File: src/rtl/rate_counter.sv
`default_nettype none
// ============================================================================
// Module   : rate_counter
// Purpose  : shared rate divider with four selectable periods, driving a
//            WIDTH-bit up/down modulo counter with parallel load.
//            Optional macro RATE_COUNTER_TC_EN builds the wrap pulse on tc.
// Revision : 1.0 - initial release
// ============================================================================
module rate_counter #(
    parameter int          WIDTH = 4,
    parameter int          DIV_W = 28,
    parameter int unsigned DIV1  = 49_999_999,
    parameter int unsigned DIV2  = 99_999_999,
    parameter int unsigned DIV3  = 199_999_999
) (
    input  logic             clock,
    input  logic             reset_n,
    input  logic             enable,
    input  logic [1:0]       freq,
    input  logic             up_down,
    input  logic [WIDTH-1:0] limit,
    input  logic             par_load,
    input  logic [WIDTH-1:0] d,
    output logic [WIDTH-1:0] q,
    output logic             tick,
    output logic             tc
);

    localparam logic [DIV_W-1:0] c_div1 = DIV_W'(DIV1);
    localparam logic [DIV_W-1:0] c_div2 = DIV_W'(DIV2);
    localparam logic [DIV_W-1:0] c_div3 = DIV_W'(DIV3);

    logic [DIV_W-1:0] div_q, div_d;
    logic [1:0]       freq_q, freq_d;
    logic [WIDTH-1:0] cnt_q, cnt_d;
    logic             arm_q, arm_d;

    logic [DIV_W-1:0] w_term;
    logic             w_freq_chg;
    logic             w_div_hit;

    // arm_q keeps tick low from reset until the first edge after release
    always_comb begin
        arm_d      = 1'b1;
        freq_d     = freq;
        w_freq_chg = (freq != freq_q);
        case (freq_q)
            2'd1:    w_term = c_div1;
            2'd2:    w_term = c_div2;
            default: w_term = c_div3;
        endcase
        w_div_hit = (freq_q == 2'd0) || (div_q >= w_term);
        tick      = arm_q && enable && !w_freq_chg && w_div_hit;

        div_d = div_q;
        if (par_load || w_freq_chg || tick) begin
            div_d = '0;
        end else if (enable) begin
            div_d = div_q + DIV_W'(1);
        end
    end

    always_comb begin
        cnt_d = cnt_q;
        if (par_load) begin
            cnt_d = d;
        end else if (tick) begin
            if (up_down) begin
                cnt_d = (cnt_q >= limit) ? '0 : cnt_q + WIDTH'(1);
            end else begin
                cnt_d = ((cnt_q == '0) || (cnt_q > limit)) ? limit : cnt_q - WIDTH'(1);
            end
        end
    end

    always_ff @(posedge clock or negedge reset_n) begin
        if (!reset_n) begin
            div_q  <= '0;
            freq_q <= 2'd0;
            cnt_q  <= '0;
            arm_q  <= 1'b0;
        end else begin
            div_q  <= div_d;
            freq_q <= freq_d;
            cnt_q  <= cnt_d;
            arm_q  <= arm_d;
        end
    end

    assign q = cnt_q;

`ifdef RATE_COUNTER_TC_EN
    logic tc_q, tc_d;

    // only a genuine wrap (limit->0 up, 0->limit down) flags terminal count
    always_comb begin
        tc_d = 1'b0;
        if (!par_load && tick) begin
            tc_d = up_down ? (cnt_q == limit) : (cnt_q == '0);
        end
    end

    always_ff @(posedge clock or negedge reset_n) begin
        if (!reset_n) begin
            tc_q <= 1'b0;
        end else begin
            tc_q <= tc_d;
        end
    end

    assign tc = tc_q;
`else
    assign tc = 1'b0;
`endif

endmodule
`default_nettype wire

File: config.mk
export PLATFORM = sky130hd
export DESIGN_NAME = rate_counter
export DESIGN_NICKNAME = d
export VERILOG_FILES = /design/src/rtl/rate_counter.sv
export SDC_FILE = /design/constraint.sdc
export NUM_CORES = 1
export LEC_CHECK = 0
export ABC_AREA = 1
export CELL_PAD_IN_SITES_DETAIL_PLACEMENT = 0
export CELL_PAD_IN_SITES_GLOBAL_PLACEMENT = 1
export CORE_MARGIN = 2
export CORE_UTILIZATION = 45
export CTS_CLUSTER_DIAMETER = 100
export CTS_CLUSTER_SIZE = 20
export DETAILED_ROUTE_END_ITERATION = 12
export PLACE_DENSITY = 0.88
export SYNTH_ARGS = -nofsm -noshare
export SYNTH_HDL_FRONTEND = slang
export SYNTH_SLANG_ARGS = --single-unit
File: constraint.sdc
create_clock -name clock -period 5.6 [get_ports clock]
set_clock_uncertainty 0.15 [all_clocks]
set_input_delay 1.12 -clock clock [delete_from_list [all_inputs] [get_ports clock]]
set_output_delay 1.12 -clock clock [all_outputs]
set_load 0.05 [all_outputs]
### Word level (Yosys, flattened, before mapping)

Cells that the tools add are included.

| word-level totals | value |
|---|---|
| register bits after elaboration | 35 |
| bits of input ports | 15 |
| output and inout bits | 6 |
| word-level logic and storage cells | 33 |

| operators by class | value |
|---|---|
| $add $sub $neg | 3 |
| $lt $le $gt $ge | 3 |
| equal/unequal tests | 3 |
| muxes and demuxes | 8 |
| reduce and logical (&&, ||, !) cells | 12 |

Operators by type and width:

| kind | number |
|---|---|
| $mux W28 | 2 |
| $pmux W28 S2 | 1 |
| $add A28 B1 Y28 const B | 1 |
| $ge A28 B28 Y1 | 1 |
| $mux W4 | 5 |
| $add A4 B1 Y4 const B | 1 |
| $ge A4 B4 Y1 | 1 |
| $gt A4 B4 Y1 | 1 |
| $logic_not A4 Y1 | 1 |
| $logic_or A1 B1 Y1 | 4 |
| $reduce_bool A2 Y1 | 2 |
| $sub A4 B1 Y4 const B | 1 |
| $logic_and A1 B1 Y1 | 3 |
| $eq A2 B1 Y1 const B | 1 |
| $eq A2 B2 Y1 const B | 1 |
| $logic_not A2 Y1 | 1 |
| $ne A2 B2 Y1 | 1 |
| $logic_not A1 Y1 | 1 |

### Depth between registers and ports, before layout

Gate-level depths: netlist of run 1.

| depth | value |
|---|---|
| word-level depth | 7 |
| gate-level depth with buffers | 16 |
| mapped depth without buffers | 16 |

### Worst setup path after synthesis of run 1

No wires, ideal clock.

| timing path | value |
|---|---|
| path kind | reg2out |
| start point | register freq_q[0] |
| end point | output port tick |
| arrival time | 2.043 ns |
| required time | 4.330 ns |
| slack | 2.287 ns |
| cell stages (with the launch flop) | 12 |
| path buffers | 0 |
| cell sequence | dfrtp_1 -> inv_1 -> ha_1 -> ha_1 -> nand2_1 -> inv_1 -> nand4_1 -> nor2_1 -> nand3_1 -> nand3_2 -> nand2_4 -> inv_1 |

| on the way | value |
|---|---|
| word-level cells in the longest chain between the ends | 5 |
| elaborated cells between the ends (all ways) | 10 |
| classes of those cells | 1 x order compare; 3 x eq/ne; 1 x mux; 5 x reduce/logical |

RTL lines:

| item | RTL line | source |
|---|---|---|
| start, declared | 34 | `logic [1:0] freq_q, freq_d;` |
| start signal, assigned | 84 | `freq_q <= freq_d;` |
| $eq A2 B2 Y1 or $eq A2 B1 Y1 (tied branches) | 47 | `case (freq_q)` |
| $pmux W28 S2 | 47 |  |
| $ge A28 B28 Y1 | 52 | `w_div_hit = (freq_q == 2'd0) \|\| (div_q >= w_term);` |
| $logic_or A1 B1 Y1 | 52 |  |
| $logic_and A1 B1 Y1 * | 53 | `tick = arm_q && enable && !w_freq_chg && w_div_hit;` |
| end, declared | 25 | `output logic tick,` |

Every way passes the cells marked *; elsewhere a longest branch is shown, timed or not.

### Worst setup path in the final report of run 1

Ends and elaborated chain as after synthesis.

==> metrics.yaml, run 1 <==
setup_path:
  critPathMaxFanout: 7
  slowest_delay_ns: 0.79
  criticalPathCategory: "register to output pin"
  setup.worst_path.end_class: "output pin"
  arrival_ns: 3.13
  crit_family: "buffers and inverters"
  crit_chain: "inv_1, ha_1, ha_1, nand2_1, inv_1, nand4_1, nor2_1, nand3_1, nand3_2, nand2_4, inv_1, clkdlybuf4s50_1"
  path_buf_inv: 4
  crit_slowest_cell: "clkdlybuf4s50_1"
  start_kind: "register"
  cp_common_cell: "inv_1"
  cp.required_ns: 4.33
cts:
  clkTransAtPathRegs_ns: 0.07
  ctsResizeCount: 0
  cts_setup_buffers: 0
  clock_sinks: 35
  htreeDepth: 2
  cts_tree: "done"
  cts_buffers: 5
  clk-insertion-delay-late_ns: 0.30
  root_buffer: "clkbuf_8"
  cts.hold.buffers_added: 0
  clk_path_buf_depth: 2
worst_hold_path:
  hold_path_class: "register to register"
timing:
  finalSetupViolCount: 0
  setup_tns_ns: 0
  period_share: 0.7851
  final_hold_viol_count: 0
  slew_viol_final: 0
  max_freq_mhz: 227.5
  rsz0062_at_grt: "false"
  holdWs_ns: 0.4138
  period_needed_ns: 4.396
layout:
  drive_gt1_frac: 0.09975
  area_growth_pct: 11.90
  layout.nets: 432
  fill_cells: 593
  diodes: 0
outcome:
  status: "complete, no violations"
grt:
  antenna_found_initial: 0
  grt_pass1_wl_um: 10080
  grtUsageTotal: 0.1956
  grt_pass1_vias: 2248
  gr-total-overflow: 0
  grt_max_degree: 36
drt:
  wl_um: 5842
  drc: 0
  via_per_inst: 4.987
  num_vias: 2374
  ant_nets: 0
  wl_per_cell_um: 12.27
  dr.pass1.iters: 4
  drt_iter0_drc: 103
yosys:
  yosys_warnings: 0
  synth-edff-count: 0
  ys_ff_latch: 35
  synth.largest_area_cell: "dfrtp_1"
  synth_nets: 412
  ys_top_cells_by_count: "nand2_1, inv_1, nor2_1"
  synth_area_leaders: "dfrtp_1, nand2_1, ha_1, inv_1, nand3_1"
  yosys.area.top_type_share: 0.3205
  ys.flop_type: "dfrtp_1"
  asyncSetResetFlopFracSynth: 1.000
  ys_seq_area_frac: 0.3205
  avgSynthCellArea_um2: 7.191
  syn_area_um2: 2733
  post-synth-top-count-cell: "nand2_1"
  ys_types: 32
  syn-instance-count: 380
floorplanning:
  ios: 21
  placementRows: 28
  fp.dieW_um: 81.93
  initial_utilization: 0.4643
  design.core.area_um2: 5886
  die_y_um: 81.93
  dieArea_um2: 6712
power:
  p_leak_nw: 1.408
  p_per_area_nw_per_um2: 201.5
  irDropWorstVdd_mv: 0.1616
placed_design:
  gp_congestion: 0.8678
  hpwl_um: 4522
  port_buffers: 19
job:
  maxCapViolations: 0
cell families after synthesis:
family / after synthesis / share of synthesized area
compound gates: 14 / 0.02701
xor+xnor: 27 / 0.08654
fa+ha+maj: 17 / 0.07784
buf+inv: 64 / 0.1035
flops: 35 / 0.3205
mux: 1 / 0.003663
other cells: 2 / 0.002748
simple gates: 220 / 0.3782
final timing paths:
path                                       start                     to  slack (ns)  depth (start not counted)
setup / recovery             freq_q[0]$_DFF_PN0_                   tick        1.20                         12
hold / removal             div_q[22]$_DFFE_PN0P_  div_q[22]$_DFFE_PN0P_        0.41                          3
setup reg to reg             freq_q[0]$_DFF_PN0_  div_q[23]$_DFFE_PN0P_        3.06                         12
hold reg to reg            div_q[22]$_DFFE_PN0P_  div_q[22]$_DFFE_PN0P_        0.41                          3
max in group asynchronous                reset_n  div_q[26]$_DFFE_PN0P_        3.90                          2
min in group asynchronous                reset_n  div_q[11]$_DFFE_PN0P_        1.08                          2
report_power, final:
part / switching, W / leakage (nW) / internal (W)
logic: 0.0000911 / 0.886 / 0.0000555
registers: 0.0000125 / 0.475 / 0.000259
clock network: 0.0000975 / 0.0474 / 0.000100
per-stage QoR:
stage / cell area [um2] / std cells / setup slack (ns) / utilization / power, W
global route: 3058 / 476 / 0.9807 / 0.5196 / 0.0006527
floorplan: 2733 / 380 / 2.287 / - / 0.0003785
CTS: 3058 / 476 / 1.202 / 0.5196 / 0.0006245
global placement: 2959 / 468 / 1.369 / 0.5028 / 0.0004234
finish: 3058 / 476 / 1.204 / 0.5196 / 0.0006161
detailed placement: 2959 / 468 / 1.372 / 0.5028 / 0.0004240
sequential cells by signal, indices dropped and copies added, names as in the netlist:
signal / flops
div_q: 28
q: 4
freq_q: 2
arm_q: 1
final cells by class:
cell class,count,area [um2],share of cell area
multi-input cells,281,1574,0.5147
flip-flops and latches,35,875.8,0.2864
inverters,56,210.2,0.06874
repair buffers,21,205.2,0.06710
well taps,75,93.84,0.03069
clock buffers,6,82.58,0.02700
clock inverters,2,16.27,0.005319
tightest hold or removal path: cells and delay by family, from the launching register on:
family | cells | cell delay (ns)
simple gates | 3 | 0.16
flops | 1 | 0.37
cells in the final DEF, fill, tap and decap left out:
cell / n
dfrtp_1: 35
clkinvlp_4: 1
ha_1: 17
nand3b_1: 1
a21oi_1: 6
buf_4: 2
clkinv_1: 1
or2_2: 3
nand3_1: 35
conb_1: 2
mux2i_1: 1
o21ai_1: 2
nand3_2: 4
nor2_4: 1
nand2_1: 93
and3_1: 1
inv_2: 4
nand2_4: 1
nor3_1: 6
a31oi_1: 3
o21ai_0: 3
nor3_2: 3
nor2_2: 13
xnor2_1: 10
clkinv_4: 1
nand4_1: 14
clkbuf_8: 6
nand2_8: 1
clkdlybuf4s50_1: 19
nor2_1: 44
inv_1: 51
xor2_1: 17
layer usage:
metal,GRT usage,share of wire
met1,0.2564,0.49
met2,0.3236,0.47
met3,0.02747,0.027
met4,0.08000,0.015
met5,0,0
(Power assumes the default switching activity.)
==> run 2: changes to the inputs <==
Settings changed: CORE_UTILIZATION 45 to 39, PLACE_DENSITY 0.88 to 0.82.
Clock period 5.6 ns to 4 ns, I/O delays scaled along.
==> run 2 against run 1 <==
  * Sequential share of layout area decreased by 0.35 points
  * First-iteration DRC count up 18%
  * Count of clock-buffer cells in the layout is 1 lower
  * Routed wire length fell by 0.86%
  * Cell count grew 4.4%
  * Via count down 0.97%
  * Utilization decreased by 6.4 points
  * Die area increased by 15%
  * Total power rose by 47%
  * Non-clock buffer count is the same
  * Critical path type unchanged
  * Highest routed layer unchanged
==> metrics.yaml, run 2 (synthesized netlist as in run 1, its figures left out) <==
outcome:
  status: "complete, no violations"
grt:
  gr-total-overflow: 0
  grt_pass1_wl_um: 10050
  grt_pass1_vias: 2160
  use_met2: 0.2555
  top_usage_layer: "met2"
  grt_max_degree: 36
  use_met1: 0.2367
  use_met3: 0.02451
  antenna_found_initial: 0
  grtUsageTotal: 0.1647
cts:
  clkTransAtPathRegs_ns: 0.08
  clk-insertion-delay-late_ns: 0.29
  cts_tree: "done"
  root_buffer: "clkbuf_8"
  htreeDepth: 2
  cts_buffers: 5
  cts_setup_buffers: 0
  clock_sinks: 35
  clk_path_buf_depth: 2
  ctsResizeCount: 0
  cts.hold.buffers_added: 0
timing:
  final_hold_viol_count: 0
  period_needed_ns: 3.394
  finalSetupViolCount: 0
  period_share: 0.8485
  max_slew_margin: 0.6684
  max_freq_mhz: 294.6
  setup_ws_ns: 0.6058
  rsz0062_at_grt: "false"
  slew_viol_final: 0
  setup_tns_ns: 0
  worst_pin_slew_ns: 0.4958
power:
  netSwitchingPower_w: 0.0002806
  p_clk_frac: 0.356
  intPower_w: 0.0006258
  p_seq_frac: 0.418
  pwr-share-comb: 0.226
  power.total_w: 0.0009065
  p_per_area_nw_per_um2: 292.8
  irDropWorstVdd_mv: 0.1607
  switching_share: 0.3096
  p_leak_nw: 1.421
setup_path:
  critPathMaxFanout: 7
  r2r_cells: 12
  rr_endpoint: "div_q[24]$_DFFE_PN0P_"
  setup.worst_path.end_class: "output pin"
  cp.required_ns: 3.05
  reg2reg_setup_slack_ns: 1.54
  criticalPathCategory: "register to output pin"
  arrival_ns: 2.44
  r2r_start: "freq_q[0]$_DFF_PN0_"
  start_kind: "register"
drt:
  dr.pass1.iters: 5
  num_vias: 2351
  drc: 0
  drt_iter0_drc: 122
  ant_nets: 0
  wl_per_cell_um: 11.65
  via_per_inst: 4.730
  wl_um: 5792
layout:
  fill_cells: 698
  multi_input_area_um2: 1574
  final_cell_mix: "nand2_1, inv_1, nor2_1"
  final-seq-area_um2: 875.8
  max_flop_register: "div_q"
  area_growth_pct: 13.28
  fin_cells: 497
  diodes: 0
  final_common_cell: "nand2_1"
  layout.nets: 432
  drive_gt1_frac: 0.1022
  final_area_um2: 3095
  largest_reg_flops: 28
worst_hold_path:
  holdPathStages: 3
  hold_path_end: "div_q[22]$_DFFE_PN0P_"
  min_from: "div_q[22]$_DFFE_PN0P_"
  hold_path_class: "register to register"
placed_design:
  hpwl_um: 4478
  postPlaceCellArea_um2: 2983
  port_buffers: 19
  gp_congestion: 0.8426
  dp_cells: 489
  post-place-ws_ns: 0.9205
job:
  maxCapViolations: 0
floorplanning:
  dieArea_um2: 7692
  die_y_um: 87.71
  ios: 21
  placementRows: 30
  initial_utilization: 0.4022
  fp.dieW_um: 87.71
  design.core.area_um2: 6794
==> run 2: cell types whose count changed in the layout (fill, tap and decap cells not counted), sizes merged <==
cell and delta:
buf +1, bufinv +1, clkbuf -1, clkdlybuf4s50 -1, clkinv +1, clkinvlp -1
==> run 2: worst max-delay path by stage <==
stage | startpoint | to | depth (start not counted)
3_5_place_dp | freq_q[0]$_DFF_PN0_ | tick | 12
4_1_cts | freq_q[0]$_DFF_PN0_ | tick | 12
6_report | freq_q[0]$_DFF_PN0_ | tick | 12
5_1_grt | freq_q[0]$_DFF_PN0_ | tick | 12
3_3_place_gp | freq_q[0]$_DFF_PN0_ | tick | 12
2_1_floorplan | freq_q[0]$_DFF_PN0_ | tick | 11
==> run 2: per-layer routing <==
layer,part of all wire,vias to the layer above
met2,0.44,50
li1,-,1234
met5,0,-
met3,0.036,5
met1,0.52,1062
met4,0.0073,0
==> run 2: power by group through the flow <==
stage	clock, W	combinational (W)	sequential (W)
after floorplan	0	0.000123	0.000407
after global placement	0	0.000205	0.000386
after detailed placement	0	0.000207	0.000386
after CTS	0.000332	0.000207	0.000379
after global routing	0.000347	0.000231	0.000381
final	0.000323	0.000205	0.000379
==> run 2: through the flow <==
step,hold slack [ns],util
6_report,0.4060,0.4556
5_1_grt,0.4784,0.4556
4_1_cts,0.4082,0.4556
3_5_place_dp,0.3940,0.4390
3_3_place_gp,0.3855,0.4390
2_1_floorplan,0.3544,-
==> run 2: worst max-delay path, cell delays in order (launching register included) <==
cell	delay (ns)
dfrtp_1	0.41
inv_1	0.10
ha_1	0.38
ha_1	0.33
nand2_1	0.06
inv_1	0.06
nand4_1	0.12
nor2_1	0.14
nand3_1	0.11
nand3_2	0.10
nand2_4	0.09
inv_1	0.07
buf_4	0.19
==> run 2: final cells by class <==
class / instances / area share
multi-input combinational: 281 / 0.5085
sequential: 35 / 0.2829
inverter: 56 / 0.06791
timing repair buffer: 21 / 0.06548
tap: 96 / 0.03880
clock buffer: 5 / 0.02223
clock inverter: 3 / 0.01415
==> run 3: changes to the inputs <==
Settings changed: CORE_UTILIZATION 39 to 43, PLACE_DENSITY 0.82 to 0.85.
Clock period 4 ns to 3.21 ns, I/O delays scaled along.
==> run 3 against run 2 <==
  * Routed wire length increased by 1.5%
  * Worst hold slack improved by 0.017 ns
  * Count of clock-buffer cells in the layout unchanged
  * Sequential share of layout area decreased by 0.44 points
  * Die area decreased by 8.9%
  * Critical path depth unchanged
  * Sequential power increased by 25%
  * Critical endpoint unchanged
  * Clock power increased by 25%
  * Cell count decreased by 3.0%
==> metrics.yaml, run 3 (synthesized netlist as in run 1, its figures left out) <==
grt:
  top_usage_layer: "met2"
  gr-total-overflow: 0
  grt_pass1_vias: 2275
  antenna_found_initial: 0
  grt_pass1_wl_um: 10370
  use_met2: 0.2800
  use_met3: 0.02572
  use_met1: 0.2627
  grtUsageTotal: 0.1827
  grt_max_degree: 36
outcome:
  status: "complete, no violations"
power:
  intPower_w: 0.0007857
  p_per_area_nw_per_um2: 362.7
  p_leak_nw: 1.436
  switching_share: 0.3111
  p_clk_frac: 0.354
  pwr-share-comb: 0.232
  p_seq_frac: 0.414
  netSwitchingPower_w: 0.0003548
  irDropWorstVdd_mv: 0.2440
floorplanning:
  fp.dieW_um: 83.72
  design.core.area_um2: 6241
  dieArea_um2: 7008
  die_y_um: 83.72
  ios: 21
  initial_utilization: 0.4379
  placementRows: 29
timing:
  max_freq_mhz: 326.9
  max_slew_margin: 0.6680
  holdWs_ns: 0.4226
  worst_pin_slew_ns: 0.4965
  setup_ws_ns: 0.1511
  period_needed_ns: 3.059
  finalSetupViolCount: 0
  slew_viol_final: 0
  period_share: 0.9529
  final_hold_viol_count: 0
layout:
  largest_reg_flops: 28
  final-seq-area_um2: 875.8
  multi_input_area_um2: 1604
  max_flop_register: "div_q"
  diodes: 0
  drive_gt1_frac: 0.1284
  layout.nets: 436
  final_cell_mix: "nand2_1, inv_1, nor2_1"
  fill_cells: 651
  area_growth_pct: 15.06
  final_common_cell: "nand2_1"
placed_design:
  gp_congestion: 0.8881
  post-place-ws_ns: 0.2458
  port_buffers: 19
  hpwl_um: 4499
cts:
  htreeDepth: 2
  cts.hold.buffers_added: 0
  clk-insertion-delay-late_ns: 0.29
  cts_tree: "done"
  clk_path_buf_depth: 2
  root_buffer: "clkbuf_8"
  cts_buffers: 5
  clkTransAtPathRegs_ns: 0.07
  clock_sinks: 35
drt:
  wl_um: 5879
  drc: 0
  ant_nets: 0
  wl_per_cell_um: 12.20
  num_vias: 2361
  dr.pass1.iters: 4
  drt_iter0_drc: 103
  via_per_inst: 4.898
setup_path:
  start_kind: "register"
  criticalPathCategory: "register to output pin"
  critPathMaxFanout: 5
  setup.worst_path.end_class: "output pin"
  cp.required_ns: 2.42
  arrival_ns: 2.27
worst_hold_path:
  hold_path_class: "register to register"
job:
  maxCapViolations: 0
## run 3: changes by cell type in the layout (fill, tap and decap cells not counted)
cell    before  now
ha_4         0    2
ha_1        17   14
buf_12       0    1
buf_4        3    6
nor2_2      13   14
ha_2         0    1
nor2_1      44   43
inv_2        4    7
inv_1       51   48
## run 3: stage by stage
stage | utilization | std cells | setup TNS, ns | total power [W] | area, um2
finish | 0.5038 | 482 | 0 | 0.001141 | 3144
global route | 0.5038 | 482 | -0.01920 | 0.001210 | 3144
CTS | 0.4982 | 481 | 0 | 0.001150 | 3109
detailed placement | 0.4761 | 470 | 0 | 0.0007397 | 2972
global placement | 0.4761 | 470 | 0 | 0.0007394 | 2972
floorplan | - | 380 | 0 | 0.0006602 | 2733
## run 3: worst paths after layout
path                                               to                   from  slack [ns]  cells past startpoint
max in group asynchronous       div_q[25]$_DFFE_PN0P_                reset_n        1.97                      2
min in group asynchronous        div_q[6]$_DFFE_PN0P_                reset_n        0.60                      2
worst min register to register  div_q[22]$_DFFE_PN0P_  div_q[22]$_DFFE_PN0P_        0.42                      3
worst max register to register  div_q[23]$_DFFE_PN0P_    freq_q[0]$_DFF_PN0_        0.89                     12
worst min-delay path            div_q[22]$_DFFE_PN0P_  div_q[22]$_DFFE_PN0P_        0.42                      3
worst max-delay path                             tick    freq_q[0]$_DFF_PN0_        0.15                     12
## run 3: cell type report
class / instances / share of cell area
repair buffers: 25 / 0.07799
clock buffers: 5 / 0.02189
well taps: 77 / 0.03064
clock inverters: 3 / 0.01393
flip-flops and latches: 35 / 0.2786
multi-input cells: 281 / 0.5101
inverters: 56 / 0.06685
## run 3: what timing repair did
action / 4_1_cts / 5_1_grt
buffers inserted: 3 / 1
gates resized for setup: 2 / 7
setup endpoints to repair: 1 / 1
hold endpoints to repair: 0 / 0
pin swaps: 0 / 4
## run 3: critical path, cell delays in order, from the launching register on
cell	delay, ns
dfrtp_1	0.41
inv_2	0.13
ha_4	0.24
ha_1	0.30
nand2_1	0.05
inv_1	0.07
nand4_1	0.12
nor2_2	0.15
nand3_1	0.11
nand3_2	0.10
nand2_4	0.09
inv_2	0.08
buf_12	0.13
## run 3: power groups by stage
stage	logic [W]	registers, W	clock network, W
floorplan	0.000153	0.000507	0
CTS	0.000263	0.000473	0.000414
finish	0.000265	0.000472	0.000403
global route	0.000300	0.000476	0.000434
detailed placement	0.000258	0.000482	0
global placement	0.000257	0.000483	0
## run 3: layer usage
metal,vias up,part of all wire
li1,1235,-
met1,1081,0.52
met2,38,0.44
met3,7,0.027
met4,0,0.012
met5,-,0
